===== config.mk =====
export PLATFORM = sky130hd
export DESIGN_NAME = reg_scoreboard
export DESIGN_NICKNAME = d
export VERILOG_FILES = /design/src/rtl/reg_scoreboard.sv
export SDC_FILE = /design/constraint.sdc
export NUM_CORES = 1
export LEC_CHECK = 0
export BUFFER_PORTS_ARGS = -buffer_cell sky130_fd_sc_hd__buf_2
export CORE_MARGIN = 4
export CORE_UTILIZATION = 60
export CTS_CLUSTER_DIAMETER = 50
export DETAILED_ROUTE_END_ITERATION = 6
export PLACE_DENSITY = 0.95
export SLEW_MARGIN = 10
export SYNTH_ARGS = -nofsm -noshare
export SYNTH_HDL_FRONTEND = slang
export SYNTH_SLANG_ARGS = --single-unit
export TNS_END_PERCENT = 50

===== constraint.sdc =====
create_clock -name clk -period 6.7 [get_ports clk]
set_input_delay 0.335 -clock clk [delete_from_list [all_inputs] [get_ports clk]]
set_output_delay 0.335 -clock clk [all_outputs]
set_load 0.02 [all_outputs]

===== src/rtl/reg_scoreboard.sv =====
// Register-busy scoreboard: one busy bit per architectural register, set on issue,
// cleared on writeback. Optional macro SCOREBOARD_CLR_BYPASS_EN lets source queries see same-cycle clears.
module reg_scoreboard #(
  parameter int N             = 5,
  parameter bit HARDWIRE_ZERO = 1'b1
) (
  input  logic            clk,
  input  logic            rst,
  input  logic            set_valid,
  input  logic [N-1:0]    set_idx,
  output logic            set_ready,
  input  logic            clr_valid,
  input  logic [N-1:0]    clr_idx,
  input  logic [N-1:0]    rs1_idx,
  input  logic [N-1:0]    rs2_idx,
  output logic            rs1_busy,
  output logic            rs2_busy,
  output logic [2**N-1:0] busy_vec,
  output logic [N:0]      busy_count,
  output logic            any_busy,
  output logic            clr_err
);

  localparam int R = 2**N;

  logic [R-1:0] busy_q, busy_d, set_oh, clr_oh;
  logic [N:0]   count_q, count_d;
  logic         clr_err_q, clr_err_d;
  logic         set_acc, set_new, clr_hit, set_zero, clr_zero;

  // NOTE: every variable gets a default at the top of always_comb so no path can infer a latch.
  always_comb begin
    set_zero = HARDWIRE_ZERO && (set_idx == '0);
    clr_zero = HARDWIRE_ZERO && (clr_idx == '0);
    set_oh   = '0;
    clr_oh   = '0;
    if (set_valid) set_oh[set_idx] = 1'b1;
    if (clr_valid) clr_oh[clr_idx] = 1'b1;

    // A register retiring this cycle may be reissued in the same cycle.
    set_ready = !busy_q[set_idx] || (clr_valid && (clr_idx == set_idx)) || set_zero;
    set_acc   = set_valid && set_ready;

    busy_d = (busy_q & ~clr_oh) | (set_acc ? set_oh : '0);
    if (HARDWIRE_ZERO) busy_d[0] = 1'b0;

    // Set+clear of the same busy index nets to zero: set_new needs an idle bit, clr_hit excludes a re-set.
    set_new   = set_acc && !busy_q[set_idx] && !set_zero;
    clr_hit   = clr_valid && busy_q[clr_idx] && !(set_acc && (set_idx == clr_idx));
    count_d   = count_q + (N+1)'(set_new) - (N+1)'(clr_hit);
    clr_err_d = clr_valid && !busy_q[clr_idx] && !clr_zero;
  end

  // NOTE: sequential state uses non-blocking assignments so all registers update from pre-edge values.
  always_ff @(posedge clk) begin
    if (rst) begin
      busy_q    <= '0;
      count_q   <= '0;
      clr_err_q <= 1'b0;
    end else begin
      busy_q    <= busy_d;
      count_q   <= count_d;
      clr_err_q <= clr_err_d;
    end
  end

`ifdef SCOREBOARD_CLR_BYPASS_EN
  assign rs1_busy = busy_q[rs1_idx] && !(clr_valid && (clr_idx == rs1_idx));
  assign rs2_busy = busy_q[rs2_idx] && !(clr_valid && (clr_idx == rs2_idx));
`else
  assign rs1_busy = busy_q[rs1_idx];
  assign rs2_busy = busy_q[rs2_idx];
`endif

  assign busy_vec   = busy_q;
  assign busy_count = count_q;
  assign any_busy   = (count_q != '0);
  assign clr_err    = clr_err_q;

endmodule


; ---- Yosys cells after proc, flatten, opt, wreduce, memory -nomap -nowiden
; Index checks and enable logic that the tools add are counted.
[word_totals]
reg_bits = 39
input_bits = 24
out_inout_bits = 43
word_cells = 53
[classes]
addsub = 2
order_cmp = 6
n_eq_ne = 2
n_mux = 15
bitwise = 3
n_reduce_logical = 21
[op_table]
columns = operator, n
row1 = 2-to-1 mux 32 bit, 3
row2 = AND 32 bit, 1
row3 = inverter 32 bit, 1
row4 = OR 32 bit, 1
row5 = < comparator 5 x 6 -> 1 bit (second input constant), 4
row6 = binary-select mux 1 bit (select 5 bit), 4
row7 = logical AND 1 bit, 11
row8 = demux 1 bit (select 5 bit), 2
row9 = equality test 5 bit, 2
row10 = >= comparator 5 x 1 -> 1 bit (second input constant), 2
row11 = logical NOT 5 bit, 2
row12 = adder 6 x 1 -> 6 bit, 1
row13 = 2-to-1 mux 1 bit, 6
row14 = nonzero test 6 bit, 1
row15 = subtractor 6 x 1 -> 6 bit, 1
row16 = logical NOT 1 bit, 5
row17 = logical OR 1 bit, 2

; ---- Depth between registers and ports, before layout
; Gate-level depths: netlist of run 1.
[logic_depth]
word_depth = 10
depth_mapped = 17

; ---- Worst setup path after synthesis of run 1
; No wires, ideal clock.
[synth_timing]
path_kind = input-to-reg
start = input set_idx[1]
end = register count_q[5] (netlist: busy_count[5])
setup_ns = 0.121
t_arrival_ns = 3.333
t_required_ns = 6.579
path_slack_ns = 3.246
stages = 14
path_buffers = 2
path_cell_list = buf_6 buf_4 mux4_2 a32oi_4 nand2_4 or4_4 ha_1 inv_1 ha_1 a21o_1 a21oi_1 o21bai_1 a21oi_1 mux2_2
[synth_via]
elab_chain_cells = 10
[synth_rtl]
columns = item, line
row1 = from (decl), 10  ; input logic [N-1:0] set_idx,
row2 = binary-select mux 1 bit (select 5 bit), "41, 48"
row3 = 2-to-1 mux 1 bit (implied by the code), "41, 48"
row4 = logical NOT 1 bit, "41, 48"
row5 = logical OR 1 bit (2 in series), 41  ; set_ready = !busy_q[set_idx] || (clr_valid && (clr_idx == set_idx)) || set_zero;
row6 = logical AND 1 bit, 42  ; set_acc = set_valid && set_ready;
row7 = "logical AND 1 bit, on equally long branches", "48, 49"
row8 = logical AND 1 bit / logical NOT 1 bit (equally long branches), "48, 49"
row9 = adder 6 x 1 -> 6 bit / logical AND 1 bit (equally long branches), "50, 49"
row10 = subtractor 6 x 1 -> 6 bit (*), 50  ; count_d = count_q + (N+1)'(set_new) - (N+1)'(clr_hit);
row11 = to (signal assigned), 62  ; count_q <= count_d;
row12 = to (decl), 27  ; logic [N:0] count_q, count_d;
; Mark *: on every way between the ends. The rest lies on a longest branch, timed or not. The select of a mux whose other input is x is not followed.
; A chain may end at the register's enable or synchronous reset.

; ---- Worst setup path in the final report of run 1
[layout_timing]
start = input set_idx[1]
end = register count_q[4] (netlist: busy_count[4])
; Same word-level chain as after synthesis.

==> metrics, run 1 <==
Worst Skew=9.41 ps; Max Cap Viol=0; min-delay src=clr_valid; Netlist cell types=51; relative slew slack=0.462; outcome=completed; CP arrival=4350 ps; HP Class=in2reg; Hold Violations, Final=0; Num CTS Buffers=5; Port Buf Inserts=65; FF-to-FF Start=busy_vec[1]; largest area contributor in the netlist=dfxtp_1; core area=5270 um^2; total power=704 uW; CP max stage cell=nor4_1; Reg clk slew, reported paths=80 ps; FP Rows=26; Pre-antenna DRT Iters=5; Setup crit start kind=input port; antenna cells=0; fmax=239 MHz; hold slack=514 ps; global-route wire length before repair=17.4 mm; Avg Inst Size Synth=8.31 um^2; Leakage=1.57 nW; initial antenna violation count=0; DP Area=3650 um^2; Area Growth Syn to Fin=12.9%; post-cts sizing count=0; Cell Area, Synth=3360 um^2; critical path's top delay family=simple AND/OR/NAND/NOR gates; height of the die=82.8 um; Post-synth ARST share=0; hold bufs inserted after CTS=0; Required @ worst endpoint=6860 ps; Die X=82.8 um; max incr delay on CP=700 ps; CP Buf/Inv Count=5; total track usage=0.314; crit-path cells=buf_2 > mux2_4 > and3_2 > nor4_1 > buf_4 > nand2_1 > or4_4 > ha_1 > inv_1 > ha_1 > inv_1 > fa_1 > inv_1 > a21oi_1 > o21bai_1 > xnor2_1 > nor2_1; Pwr per Cell Area=186 nW/um^2; Core Util, Final=0.719; layout cells sized above 1=0.267; Post-CTS Setup Inserts=0; ys flop type=dfxtp_1; hold path depth=3; crit path time final=4190 ps; number of antenna-violating nets in the routed design=0; Syn Nets=437; Routed WL=11.0 mm; crit-path most repeated cell=inv_1; synth top area cells=dfxtp_1 23%, mux4_2 17%, nand2_1 6.6%; number of synthesized flops with an enable pin=0; setup slack, reg-to-reg=2590 ps; R2R depth=16; setup total negative slack=0 ps; Crit Path Max Fanout=19; CTS Sinks=38; Via-to-Cell Ratio=6.94; Synth Warn #=0; I/O pin count=67; via count=3603; initial core utilization=0.637; cells after synthesis=404; final worst-path cycle share=0.625; gpl congestion=1.00; Avg WL per Cell=21.3 um; worst skew pair latency=300 ps; Setup-failing EPs final=0; Worst Tran Pin Value=799 ps; H-tree depth=2; register area share after synthesis=0.227; DRC=0; Crit Path Category=in2reg; Setup crit end kind=flip-flop; Synth Register Bits=38; unrepaired setup endpoints after global routing=false; largest net degree at the start of global routing=41; Max VDD drop=139 uV; Die Area=6860 um^2; r2r endpoint=busy_count[4]; global route overflow=0; 1st-iter DRT viols=553; Finished Cell Area=3790 um^2; Clock Root Buffer=clkbuf_8; max-slew violations=0; Worst Hold Endpoint=clr_err; clk buf depth=2; CTS tree=done; number of global-route vias before repair=3337; dpl hpwl=7.81 mm; Synth top area share=0.227; final net count=481
[cells in the mapped netlist (2+ instances only)]
cell / n
nand2_1: 59
nor2_1: 44
dfxtp_1: 38
o21ai_0: 38
mux4_2: 26
nand3_1: 24
nor2b_1: 23
nand3b_1: 21
clkbuf_1: 19
mux2i_1: 12
inv_1: 11
ha_1: 8
xnor2_1: 7
buf_2: 6
mux2_2: 6
nor3b_1: 6
o311ai_0: 5
a21oi_1: 4
nand2b_1: 3
nor3_1: 3
or3_1: 3
and3_1: 2
buf_4: 2
buf_6: 2
nor4_1: 2
o21bai_1: 2
o22ai_1: 2
o31ai_1: 2
or3b_2: 2
[cells by family after synthesis]
logic type | share of synthesized area
buf+inv | 0.0548
other cells | 0.00112
compound gates | 0.117
fa+ha+maj | 0.0358
flops | 0.227
simple gates | 0.310
xor+xnor | 0.0209
mux | 0.235
[final cells by class]
type | instances | area [um^2]
Clock buffer | 6 | 82.6
Multi-Input combinational cell | 325 | 2420
Clock inverter | 2 | 60.1
Sequential cell | 38 | 761
Inverter | 11 | 41.3
Tap cell | 70 | 87.6
Timing Repair Buffer | 67 | 340
Fill cell | 375 | 1480
[worst reg2reg max path: cells and delay by family (launching register included)]
kind / cells / cell delay [ps]
adder cells (fa/ha/maj): 3 / 880
buffers and inverters: 4 / 490
AO/OA/AOI/OAI: 2 / 210
XOR/XNOR: 1 / 140
multiplexers: 1 / 310
AND/OR/NAND/NOR: 5 / 1520
flip-flops: 1 / 420
[metal layers]
layer / vias to the layer above / GRT usage / wire, um / part of all wire
li1: 1536 / - / - / -
met1: 1664 / 0.387 / 3880 / 0.35
met2: 326 / 0.501 / 5160 / 0.47
met3: 77 / 0.0822 / 1360 / 0.12
met4: 0 / 0.166 / 629 / 0.057
met5: - / 0 / 0 / 0
[per-stage QoR]
step,std cells,setup slack [ps]
after floorplan,404,3250
after global placement,511,2460
after detailed placement,511,2330
after CTS,519,2590
after global routing,519,2260
final,519,2510
[state kept, by name, summed over array words and instances, names as in the netlist]
register	count
busy_count	6
busy_vec	31
clr_err	1
[worst max-delay path by stage]
stage / from / endpoint / slack [ps] / cells past startpoint
5_1_grt: set_idx[1] / busy_count[4] / 2260 / 17
3_3_place_gp: set_idx[1] / busy_count[5] / 2460 / 15
4_1_cts: set_idx[1] / busy_count[4] / 2590 / 17
2_1_floorplan: set_idx[1] / busy_count[5] / 3250 / 14
6_report: set_idx[1] / busy_count[4] / 2510 / 17
3_5_place_dp: set_idx[1] / busy_count[5] / 2330 / 15
[report_power, final]
group / internal [mW] / total, mW / switching [mW]
combinational: 0.0862 / 0.206 / 0.120
clock: 0.159 / 0.246 / 0.0872
sequential: 0.240 / 0.252 / 0.0124
total: 0.485 / 0.704 / 0.219
[layout by cell type (no fill, tap or decap), types with 5 or more instances in the layout]
| master | instances |
|---|---|
| ha_1 | 8 |
| nor2b_1 | 23 |
| nand3b_1 | 21 |
| xnor2_1 | 7 |
| buf_2 | 65 |
| mux2i_1 | 12 |
| nand2_1 | 59 |
| dfxtp_1 | 38 |
| nor3b_1 | 6 |
| nor2_1 | 44 |
| o21ai_0 | 38 |
| mux2_2 | 6 |
| mux4_2 | 26 |
| nand3_1 | 24 |
| inv_1 | 11 |
| clkbuf_8 | 6 |
| o311ai_0 | 5 |
No activity file was read; power rests on OpenSTA's default activity.
==> run 2, diff against run 1 <==
--- a/config.mk
+++ b/config.mk
@@ -5,12 +5,13 @@
 export SDC_FILE = /design/constraint.sdc
 export NUM_CORES = 1
 export LEC_CHECK = 0
+export ABC_AREA = 1
 export BUFFER_PORTS_ARGS = -buffer_cell sky130_fd_sc_hd__buf_2
 export CORE_MARGIN = 4
-export CORE_UTILIZATION = 60
+export CORE_UTILIZATION = 56
 export CTS_CLUSTER_DIAMETER = 50
 export DETAILED_ROUTE_END_ITERATION = 6
-export PLACE_DENSITY = 0.95
+export PLACE_DENSITY = 0.92
 export SLEW_MARGIN = 10
 export SYNTH_ARGS = -nofsm -noshare
 export SYNTH_HDL_FRONTEND = slang
==> constraint.sdc (replaced) <==
create_clock -name clk -period 4.4 [get_ports clk]
set_input_delay 0.22 -clock clk [delete_from_list [all_inputs] [get_ports clk]]
set_output_delay 0.22 -clock clk [all_outputs]
set_load 0.02 [all_outputs]
==> metrics, run 2 <==
layout cells sized above 1=0.238 (-0.0291); Reg clk slew, reported paths=80 ps (about the same); number of antenna-violating nets in the routed design=0 (unchanged); outcome=completed; crit path time final=3270 ps; via count=4178 (+16%); Pwr per Cell Area=277 nW/um^2 (+49%); crit-path most repeated cell=nand2_1; Worst Tran Pin Value=948 ps (+149 ps); hold bufs inserted after CTS=0 (unchanged); HP Class=in2reg; top cells by count, synth=123 x nand2_1, 68 x nor2_1, 68 x o21ai_0; core area=5960 um^2 (+13%); Synth Warn #=0 (unchanged); Post-CTS Setup Inserts=0 (unchanged); initial antenna violation count=0 (unchanged); Port Buf Inserts=65 (unchanged); synth top area cells=dfxtp_1 22%, nand2_1 13%, o21ai_0 9.9%; setup total negative slack=0 ps (unchanged); Worst Skew=9.97 ps (+0.566 ps); most frequent cells in the layout=123 x nand2_1, 68 x nor2_1, 68 x o21ai_0; Flop pwr share=0.359 (about the same); clk buf depth=2 (unchanged); Setup crit start kind=flip-flop; FP Rows=28 (+7.7%); largest area contributor in the netlist=dfxtp_1; dpl hpwl=8.89 mm (+14%); CP max stage cell=dfxtp_1; Num CTS Buffers=5 (unchanged); ys flop type=dfxtp_1; CTS tree=done; global-route wire length before repair=19.7 mm (+13%); crit-path cells=nand2_1 > nand2_1 > nand2_1 > nand2_1 > nand2_1 > nand2_1 > nor2_2 > nand2_2 > nand2_4 > nand3_1 > nand3_1 > inv_1 > ha_1 > inv_1 > ha_1 > inv_1 > fa_1 > nor3_1 > a211oi_1 > o21ai_0 > a21oi_1; Non-Filler Instances=667 (+29%); relative slew slack=0.368 (-0.0944); max incr delay on CP=450 ps (-250 ps); most common cell in the netlist=nand2_1; hold slack=237 ps (-277 ps); global route overflow=0 (unchanged); Synth top area share=0.221 (-0.00552); initial core utilization=0.578 (-0.0593); Setup-failing EPs final=0 (unchanged); total track usage=0.337 (+0.0238); Clock Root Buffer=clkbuf_8; Routed WL=12.6 mm (+14%); Area Growth Syn to Fin=12.3%; final worst-path cycle share=0.744; post-cts sizing count=0 (unchanged); Crit Path Category=reg2reg; worst skew pair latency=300 ps (about the same); Die X=86.4 um (+4.3%); I/O pin count=67 (unchanged); Die Area=7460 um^2 (+8.8%); final net count=624 (+30%); CP Buf/Inv Count=3 (-2); register area share after synthesis=0.221 (-0.00552); Max VDD drop=319 uV (+130%); 1st-iter DRT viols=666 (+20%); Comb power frac=0.289 (-0.003); DRC=0 (unchanged); H-tree depth=2 (unchanged); Leakage=1.67 nW (+6.7%); CP arrival=3460 ps (-890 ps); cells after synthesis=538 (+33%); Int Pwr=704 uW (+45%); Crit Path Max Fanout=33 (+14); Cell Area, Synth=3440 um^2 (+2.5%); Required @ worst endpoint=4590 ps (-2270 ps); antenna cells=0 (unchanged); CTS Sinks=38 (unchanged); Net Sw Frac=0.342 (+0.0304); Avg Inst Size Synth=6.40 um^2 (-23%); Avg WL per Cell=18.9 um (-11%); max FFs per register=31 (unchanged); Max Cap Viol=0 (unchanged); Pre-antenna DRT Iters=6 (+1); switching power=366 uW (+67%); Synth Register Bits=38 (unchanged); Syn Nets=571 (+31%); Via-to-Cell Ratio=6.26 (-9.8%); number of global-route vias before repair=3820 (+14%); unrepaired setup endpoints after global routing=false; Setup crit end kind=flip-flop; Post-synth ARST share=0 (unchanged); max-slew violations=0 (unchanged); height of the die=86.4 um (+4.3%); number of synthesized flops with an enable pin=0 (unchanged); clock network fraction of design power=0.353 (+0.004); fill count=536 (+43%); Post-Place Cells=659 (+29%); Netlist cell types=37 (-27%); commonest non-fill, non-tap cell in the layout=nand2_1; Hold Violations, Final=0 (unchanged); critical path's top delay family=simple AND/OR/NAND/NOR gates; largest net degree at the start of global routing=35 (-15%); fmax=306 MHz; gpl congestion=1.05 (+5.2%)
-- run 2: cell count changes after synthesis, moves of 21 or more --
| cell | delta |
|---|---|
| a21oi_2 | +29 |
| inv_1 | +42 |
| mux4_2 | -26 |
| nand2_1 | +64 |
| nand3_2 | +29 |
| nand3b_1 | -21 |
| nor2_1 | +24 |
| nor2b_1 | -23 |
| o21ai_0 | +30 |
-- run 2: logic make-up after synthesis --
| kind of cell | share of synthesized area |
|---|---|
| and+or+nand+nor | 0.359 |
| DFF | 0.221 |
| buffers and inverters | 0.111 |
| other | 0.00109 |
| xor gates and xnor gates | 0.00763 |
| adders and majority gates | 0.0349 |
| AOI/OAI and AO/OA | 0.266 |
-- run 2: layout make-up --
class	instances	area (um^2)	area share
repair buffers	68	348	0.0900
clock buffers	6	82.6	0.0214
multi-input cells	421	2300	0.595
well taps	75	93.8	0.0243
flip-flops and latches	38	761	0.197
inverters	57	219	0.0567
clock inverters	2	60.1	0.0155
-- run 2: routing by layer --
layer | vias to the layer above | global-route usage | wire length [um]
met5 | - | 0 | 0
met4 | 0 | 0.234 | 949
met3 | 83 | 0.0542 | 1560
met2 | 334 | 0.524 | 5580
met1 | 1857 | 0.426 | 4490
li1 | 1904 | - | -
-- run 2: stage by stage --
stage | util | area (um^2) | worst slack, ps | power, mW
4_1_cts | 0.649 | 3860 | 1170 | 1.06
2_1_floorplan | - | 3440 | 1680 | 0.604
5_1_grt | 0.649 | 3860 | 861 | 1.12
3_3_place_gp | 0.625 | 3720 | 1070 | 0.679
6_report | 0.649 | 3860 | 1130 | 1.07
3_5_place_dp | 0.625 | 3720 | 954 | 0.696
-- run 2: worst paths after layout --
path	slack (ps)	cells after the start	start	endpoint
setup / recovery	1130	21	busy_vec[9]	busy_count[4]
hold reg to reg	590	3	busy_count[5]	busy_count[5]
setup reg to reg	1130	21	busy_vec[9]	busy_count[4]
hold / removal	240	3	clr_valid	clr_err
-- run 2: worst register-to-register path: stages, from the launching register on --
cell and delay (ps):
dfxtp_1 450, nand2_1 110, nand2_1 60, nand2_1 60, nand2_1 50, nand2_1 50
nand2_1 50, nor2_2 150, nand2_2 80, nand2_4 390, nand3_1 130, nand3_1 110
inv_1 40, ha_1 270, inv_1 60, ha_1 160, inv_1 60, fa_1 400
nor3_1 200, a211oi_1 80, o21ai_0 160, a21oi_1 50
-- run 2: power groups by stage --
stage	clock network [mW]	logic [mW]	registers [mW]
after floorplan	0	0.194	0.410
final	0.377	0.309	0.384
after CTS	0.375	0.307	0.383
after global placement	0	0.289	0.390
after detailed placement	0	0.305	0.391
after global routing	0.388	0.348	0.386
==> run 3, diff against run 2 <==
--- a/config.mk
+++ b/config.mk
@@ -5,7 +5,7 @@
 export SDC_FILE = /design/constraint.sdc
 export NUM_CORES = 1
 export LEC_CHECK = 0
-export ABC_AREA = 1
+export ABC_AREA = 0
 export BUFFER_PORTS_ARGS = -buffer_cell sky130_fd_sc_hd__buf_2
 export CORE_MARGIN = 4
 export CORE_UTILIZATION = 56
==> constraint.sdc (replaced) <==
create_clock -name clk -period 3.05 [get_ports clk]
set_input_delay 0.1525 -clock clk [delete_from_list [all_inputs] [get_ports clk]]
set_output_delay 0.1525 -clock clk [all_outputs]
set_load 0.02 [all_outputs]
==> metrics, run 3 (synthesis results as in run 1) <==
clk buf depth=2 (unchanged); final worst-path cycle share=1.01 (+0.271); worst skew pair latency=300 ps (about the same); unrepaired setup endpoints after global routing=true; global route overflow=0 (unchanged); max-slew violations=0 (unchanged); crit path time final=3090 ps (-178 ps); Worst Skew=5.16 ps (-4.81 ps); H-tree depth=2 (unchanged); Port Buf Inserts=65 (unchanged); CP arrival=3280 ps (-180 ps); Pre-antenna DRT Iters=7 (+1); Max Cap Viol=0 (unchanged); CTS tree=done; failing checks=setup timing; 1st-iter DRT viols=867 (+30%); Num CTS Buffers=5 (unchanged); Setup-failing EPs final=1 (+1); Crit Path Max Fanout=2 (-94%); Required @ worst endpoint=3240 ps (-1350 ps); global-route wire length before repair=20.3 mm (+3.3%); height of the die=85.4 um (-1.1%); Leakage=1.86 nW (+11%); CTS Sinks=38 (unchanged); Core Util, Final=0.754 (+0.105); outcome=complete, but fails checks; I/O pin count=67 (unchanged); layout cells sized above 1=0.375 (+0.137); Die Area=7300 um^2 (-2.2%); Reg clk slew, reported paths=80 ps (about the same); via count=4121 (-1.4%); PnR worst setup slack=-44.7 ps (-1170 ps); Avg WL per Cell=22.7 um (+20%); fmax=323 MHz (+5.7%); Via-to-Cell Ratio=7.09 (+13%); HP Class=in2reg; gpl congestion=1.00 (-4.6%); total track usage=0.356 (+0.0189); largest net degree at the start of global routing=41 (+17%); Setup crit end kind=flip-flop; number of global-route vias before repair=3962 (+3.7%); Worst Tran Pin Value=718 ps (-230 ps); initial antenna violation count=0 (unchanged); hold slack=293 ps (+56.3 ps); fill count=330 (-38%); most frequent cells in the layout=65 x buf_2, 61 x buf_4, 59 x nand2_1; number of antenna-violating nets in the routed design=0 (unchanged); max FFs per register=31 (unchanged); relative slew slack=0.521 (+0.154); Max VDD drop=351 uV (+10%); Pwr per Cell Area=351 nW/um^2 (+27%); antenna cells=0 (unchanged); dpl hpwl=9.21 mm (+3.6%); core area=5680 um^2 (-4.7%); Routed WL=13.2 mm (+4.7%); Sequential cell area=771 um^2 (+1.3%); commonest non-fill, non-tap cell in the layout=buf_2; final net count=541 (-13%); Clock Root Buffer=clkbuf_8; FP Rows=27 (-3.6%); Hold Violations, Final=0 (unchanged); initial core utilization=0.592 (+0.0138); Crit Path Category=reg2reg; Die X=85.4 um (-1.1%); Area Growth Syn to Fin=27.3%; area of the multi-input gates=2460 um^2 (+7.2%); Setup crit start kind=flip-flop; DRC=0 (unchanged)
-- run 3: cell types whose count changed in the layout (fill, tap and decap cells not counted), sizes merged, moves of 12 or more --
cell    change
mux2i      +12
nand2      -66
mux4       +26
nand3b     +21
a21oi      -43
buf        +59
a22oi      -12
inv        -44
o21ai      -30
nor3       -14
nand3      -25
nor2       -26
nor2b      +23
-- run 3: cell type report --
class,count,share of cell area
Clock buffer,7,0.0178
Clock inverter,1,0.00702
Inverter,11,0.00965
Multi-Input combinational cell,325,0.576
Sequential cell,38,0.180
Tap cell,72,0.0211
Timing Repair Buffer,127,0.188
-- run 3: final timing paths --
path / from / end / slack [ps] / cells after the start
worst min-delay path: clr_valid / clr_err / 290 / 3
worst max register to register: busy_vec[1] / busy_count[5] / -40 / 13
worst max-delay path: busy_vec[1] / busy_count[5] / -40 / 13
worst min register to register: busy_vec[5] / busy_vec[5] / 570 / 2
-- run 3: power breakdown --
part           internal (mW)  switching (mW)  total [mW]
Sequential             0.527          0.0233       0.550
Combinational          0.225           0.287       0.512
Clock                  0.245           0.194       0.439
-- run 3: per-layer routing --
metal  track usage  vias up  part of all wire
met5             0        -                 0
met4         0.246        0             0.091
met3        0.0932      166              0.17
met2         0.559      500              0.43
met1         0.424     1801              0.32
li1              -     1654                 -
-- run 3: through the flow --
stage / std cells / TNS [ps] / total power [mW] / setup WS, ps / area, um^2
detailed placement: 572 / -334 / 1.06 / -162 / 4150
floorplan: 404 / -101 / 0.900 / -72.1 / 3400
finish: 581 / -44.7 / 1.50 / -44.7 / 4280
global placement: 572 / -130 / 1.03 / -66.2 / 4150
global route: 581 / -353 / 1.56 / -213 / 4280
CTS: 580 / -45.7 / 1.48 / -45.7 / 4260
-- run 3: critical path: stages, from the launching register on --
cell and delay (ps):
dfxtp_2 330, mux2_4 260, and3_4 180, nor4_4 250, nand2_1 110, or4_4 500, ha_4 180, inv_1 50
ha_1 210, a21o_1 190, a21oi_2 150, o21bai_1 90, a21oi_1 140, mux2_2 340
-- run 3: repair_timing --
action,CTS,global route
hold buffers,0,0
setup buffers,0,1
setup endpoints to repair,2,3
pin swaps,1,2
resized for setup,3,2
